==> config.mk <==
export PLATFORM = sky130hd
export DESIGN_NAME = fp_packer
export DESIGN_NICKNAME = d
export VERILOG_FILES = /design/src/rtl/fp_packer.sv
export SDC_FILE = /design/constraint.sdc
export NUM_CORES = 1
export LEC_CHECK = 0
export ABC_AREA = 1
export BUFFER_PORTS_ARGS = -buffer_cell sky130_fd_sc_hd__buf_2
export CELL_PAD_IN_SITES_DETAIL_PLACEMENT = 0
export CELL_PAD_IN_SITES_GLOBAL_PLACEMENT = 1
export CORE_AREA = 8 8 125 127
export CTS_BUF_LIST = sky130_fd_sc_hd__clkbuf_8
export DETAILED_ROUTE_END_ITERATION = 10
export DIE_AREA = 0 0 133 135
export PLACE_DENSITY_LB_ADDON = 0.1
export SYNTH_ARGS = -nofsm -noshare
export SYNTH_HDL_FRONTEND = slang
export SYNTH_SLANG_ARGS = --single-unit
==> constraint.sdc <==
create_clock -name clk -period 7.2 [get_ports clk]
set_clock_uncertainty 0.1 [all_clocks]
set_input_delay 0.72 -clock clk [delete_from_list [all_inputs] [get_ports clk]]
set_output_delay 0.72 -clock clk [all_outputs]
set_load 0.005 [all_outputs]
==> src/rtl/fp_packer.sv <==
// fp_packer: multi-cycle normalize / round-to-nearest-even / pack stage that
// turns {sign, biased exponent, wide mantissa with guard/sticky} into an
// IEEE-754 single-precision word. One normalization shift per NORM cycle.
module fp_packer #(
  parameter int MWIDTH = 28,
  parameter int EWIDTH = 10
) (
  input  logic                     clk,
  input  logic                     rest,
  input  logic                     start,
  input  logic                     sign_in,
  input  logic signed [EWIDTH-1:0] exp_in,
  input  logic [MWIDTH-1:0]        mant_in,
  input  logic                     is_nan_in,
  input  logic                     is_inf_in,
  output logic [31:0]              result,
  output logic                     done,
  output logic                     busy,
  output logic                     overflow
);

  typedef enum logic [1:0] {IDLE, NORM, ROUND, OUT} state_t;

  // Exponent constants held at the internal exponent width so every compare
  // and add stays a same-width signed operation.
  localparam logic signed [EWIDTH-1:0] E_ONE    = EWIDTH'(1);
  localparam logic signed [EWIDTH-1:0] E_MAX    = EWIDTH'(255);
  localparam logic signed [EWIDTH-1:0] EXP_TINY = EWIDTH'(-MWIDTH);
  localparam logic [31:0]              QNAN     = 32'h7FC0_0000;

  state_t                     state;

  // operands latched at start, then normalized in place
  logic                       sign_p0;
  logic signed [EWIDTH-1:0]   exp_p0;
  logic [MWIDTH-1:0]          mant_p0;
  logic                       nan_p0;
  logic                       inf_p0;

  // packed word waiting for the OUT cycle
  logic [31:0]                res_p1;
  logic                       ovf_p1;

  logic                       norm_special;
  logic                       norm_zero;
  logic                       norm_tiny;
  logic                       norm_rsh;
  logic                       norm_lsh;
  logic                       norm_shift;

  logic [24:0]                rnd_sum;
  logic [31:0]                rnd_word;
  logic                       rnd_ovf;

  // Round-to-nearest-even on {hidden, fraction}; bit 24 of the return is the
  // carry out of the 24-bit significand.
  function automatic logic [24:0] round_rne(input logic [MWIDTH-2:0] m);
    logic lsb;
    logic grd;
    logic stk;
    logic inc;
    lsb = m[3];
    grd = m[2];
    stk = |m[1:0];
    inc = grd & (stk | lsb);
    return {1'b0, m[MWIDTH-2:3]} + {24'd0, inc};
  endfunction

  // Build the final word from the rounded significand; saturates to infinity
  // (and flags overflow) when the exponent leaves the finite range. The top
  // bit of the return is the overflow flag.
  function automatic logic [32:0] pack_sat(input logic                     s,
                                           input logic signed [EWIDTH-1:0] e,
                                           input logic [24:0]              sum);
    logic signed [EWIDTH-1:0] e_r;
    logic                     hid;
    logic [22:0]              frac;
    if (sum[24]) begin
      e_r  = e + E_ONE;
      hid  = 1'b1;
      frac = 23'd0;
    end else begin
      e_r  = e;
      hid  = sum[23];
      frac = sum[22:0];
    end
    if (hid && (e_r >= E_MAX))
      return {1'b1, s, 8'hFF, 23'd0};
    return {1'b0, s, (hid ? e_r[7:0] : 8'd0), frac};
  endfunction

  assign norm_special = nan_p0 | inf_p0;
  assign norm_zero    = (mant_p0 == '0);
  assign norm_tiny    = (exp_p0 < EXP_TINY);
  assign norm_rsh     = mant_p0[MWIDTH-1] || (exp_p0 < E_ONE);
  assign norm_lsh     = !mant_p0[MWIDTH-2] && (exp_p0 > E_ONE);
  assign norm_shift   = !norm_zero && (norm_tiny || norm_rsh || norm_lsh);

  // ---- round stage: combinational RNE + pack on the normalized operand ----
  assign rnd_sum             = round_rne(mant_p0[MWIDTH-2:0]);
  assign {rnd_ovf, rnd_word} = pack_sat(sign_p0, exp_p0, rnd_sum);

  // Datapath: latch operands, apply one normalization step per NORM cycle,
  // capture the packed word. Data registers carry no reset.
  always_ff @(posedge clk) begin
    case (state)
      IDLE: begin
        if (start) begin
          sign_p0 <= sign_in;
          exp_p0  <= exp_in;
          mant_p0 <= mant_in;
          nan_p0  <= is_nan_in;
          inf_p0  <= is_inf_in;
        end
      end
      NORM: begin
        if (norm_special) begin
          res_p1 <= nan_p0 ? QNAN : {sign_p0, 8'hFF, 23'd0};
          ovf_p1 <= 1'b0;
        end else if (norm_zero) begin
          // zero falls through rounding unchanged and packs as signed zero
        end else if (norm_tiny) begin
          // far below the subnormal range: keep only a sticky bit
          mant_p0 <= MWIDTH'(1);
          exp_p0  <= E_ONE;
        end else if (norm_rsh) begin
          // shift right, jamming the lost bit into sticky
          mant_p0 <= {1'b0, mant_p0[MWIDTH-1:2], mant_p0[1] | mant_p0[0]};
          exp_p0  <= exp_p0 + E_ONE;
        end else if (norm_lsh) begin
          mant_p0 <= {mant_p0[MWIDTH-2:0], 1'b0};
          exp_p0  <= exp_p0 - E_ONE;
        end
      end
      ROUND: begin
        res_p1 <= rnd_word;
        ovf_p1 <= rnd_ovf;
      end
      default: begin
      end
    endcase
  end

  // Control FSM with registered done/busy/result/overflow.
  always_ff @(posedge clk) begin
    if (rest) begin
      state    <= IDLE;
      result   <= 32'd0;
      done     <= 1'b0;
      busy     <= 1'b0;
      overflow <= 1'b0;
    end else begin
      done <= 1'b0;
      case (state)
        IDLE: begin
          if (start) begin
            busy  <= 1'b1;
            state <= NORM;
          end
        end
        NORM: begin
          if (norm_special)
            state <= OUT;
          else if (!norm_shift)
            state <= ROUND;
        end
        ROUND: begin
          state <= OUT;
        end
        OUT: begin
          result   <= res_p1;
          overflow <= ovf_p1;
          done     <= 1'b1;
          busy     <= 1'b0;
          state    <= IDLE;
        end
        default: state <= IDLE;
      endcase
    end
  end

endmodule

==> flow_summary.ini <==
[timing]
hold_viol_final = 0
layout_setup_ws_ns = 4.19
fin_crit_ns = 3.01
final.setup.tns_ns = 0
tightest_slew_ns = 1.07
slew_violations = 0
setup_viol = 0
slew_headroom = 0.279
min_period_over_period = 0.418
rsz0062_at_grt = no
max_freq_mhz = 332

[clock_tree]
cts_setup_buffers = 0
clkSinkCount = 111
cts_buffer_depth = 2
clockRootBuffer = clkbuf_8
cts.clk_slew.worst_paths_ns = 0.11
htreeDepth = 3
clk_latency_ns = 0.39
tritoncts = built
cts-resized-gates = 0
postCtsHoldBufs = 0
cts_made_buffers = 9

[setup_path]
critPathBufInv = 1
crit_top_cell = nor2_1
critPathArrivalTime_ns = 3.18
cp_slowest_cell = clkinv_1
crit_path_start_kind = flip-flop
startpoint = state[0]
cp_max_fo = 35
slowest_delay_ns = 1.04
path_delay_family = buffers and inverters
crit_type = reg2reg
cp.required_ns = 7.38
end_kind = flip-flop
cp_cell_sequence = ha_1 -> clkinv_1 -> nor2_1 -> nor2_1
rr_startpoint = state[0]

[finish]
final_layout_size_suffix_gt1_frac = 0.201
synthToLayoutAreaGrowth_pct = 11.4
num-fill-cells = 1401
final_util = 0.491
fin_nets = 815
n_antenna_cell = 0

[floorplanning]
io_pins = 79
dieArea_mm2 = 0.0180
die_h_um = 135
rows = 43
start_util = 0.441
coreArea_mm2 = 0.0136
die_w_um = 133

[logic_synthesis]
ys_top_cells_by_count = nand2_1 (158), nor2_1 (105), edfxtp_1 (74), inv_1 (55), o21ai_0 (50)
synth_area_leaders = edfxtp_1 (37%), dfxtp_1 (12%), nand2_1 (9.9%)
yosysUniqueCellTypes = 38
yosysMostFrequentCell = nand2_1
seq_area_frac_synth = 0.494
syn_area_per_cell_um2 = 8.60
synthCells = 698
yosysTopAreaCellShare = 0.370
ys.warnings.count = 0
synth_nets = 750
synthesis.area_mm2 = 0.00600
yosysTopAreaCell = edfxtp_1
synth_edf_count = 74
ys_ff_latch = 111
synth-main-ff-cell = edfxtp_1
synthArstFlopShare = 0

[pwr]
p_per_area_mw_per_mm2 = 431
irDropWorstVdd_v = 0.000231
power_w = 0.00288
leakage_nw = 2.91

[global_routing]
first_global_vias = 4687
grt_pass1_wl_mm = 23.8
grt_overflow = 0
antenna_found_initial = 0
grt_max_degree = 42
global_route.usage.total = 0.164

[hold_path]
hold_path.class = reg2reg
min_from = res_p1[4]

[detailed_routing]
totalWireLength_mm = 14.5
ant_nets = 0
vias = 4772
drc = 0
drt-pass1-iter-count = 5
drtIter0Drc = 441
avgViaCountPerCell = 5.03
avgRoutedWirePerCell_um = 15.3

[place]
port-buffer-count = 78
place_ws_ns = 4.13
dp_hpwl_mm = 10.5
routabilityCongestion = 0.838

[run_status]
outcome = finished, final reports clean

[job]
maxCapViolations = 0
[registers in the layout, indices dropped and copies added, names as in the netlist]
name,count
ovf_p1,1
inf_p0,1
done,1
exp_p0,10
busy,1
res_p1,32
nan_p0,1
result,32
mant_p0,28
state,2
overflow,1
sign_p0,1
[cell families after synthesis]
family          after synthesis  share of synthesized area
simple gates                363                      0.282
buf+inv                      95                     0.0677
xor+xnor                     28                     0.0409
fa+ha+maj                     8                     0.0167
compound gates               93                     0.0992
flops                       111                      0.494
[worst min-delay path: stages, from the launching register on]
cell,delay (ns)
edfxtp_1,0.33
nor2_1,0.04
nor2_1,0.08
[path summary, 6_finish.rpt]
| kind | to | slack, ns | depth (start not counted) |
|---|---|---|---|
| worst max register to register | result[27] | 4.19 | 4 |
| worst min-delay path | result[4] | 0.38 | 2 |
| worst min register to register | result[4] | 0.38 | 2 |
| worst max-delay path | result[27] | 4.19 | 4 |
[layout by cell type, fill, tap and decap left out, drive strengths merged, types with 15 or more instances in the layout]
| master | instances |
|---|---|
| o21ai | 54 |
| edfxtp | 74 |
| nand2 | 163 |
| inv | 68 |
| dfxtp | 37 |
| a32o | 23 |
| nor2 | 133 |
| nand3 | 36 |
| xor2 | 27 |
| buf | 82 |
| nor3 | 15 |
[stage by stage]
| step | instance area, µm² | instances | hold WS [ns] |
|---|---|---|---|
| finish | 6680 | 948 | 0.381 |
| CTS | 6680 | 948 | 0.380 |
| global placement | 6500 | 932 | 0.357 |
| global route | 6680 | 948 | 0.380 |
| floorplan | 6000 | 698 | 0.347 |
| detailed placement | 6500 | 932 | 0.357 |
[where the power goes]
| part | total, W | switching [W] | internal, W |
|---|---|---|---|
| Combinational | 0.00125 | 0.000873 | 0.000377 |
| Sequential | 0.00127 | 0.000201 | 0.00107 |
| Clock | 0.000362 | 0.000224 | 0.000138 |
[area by class of cell]
cell class	instances	area (µm²)	area share
clock buffer	10	138	0.0206
clock inverter	6	41.3	0.00618
inverter	67	253	0.0378
multi-input combinational	492	2640	0.396
sequential	111	2960	0.443
tap	180	225	0.0337
timing repair buffer	82	420	0.0629
[routing by layer]
| layer | track usage | wire length [µm] |
|---|---|---|
| met1 | 0.234 | 7410 |
| met2 | 0.239 | 6140 |
| met3 | 0.0334 | 784 |
| met4 | 0.0637 | 210 |
| met5 | 0 | 0 |
No activity file was read; power rests on OpenSTA's default activity.
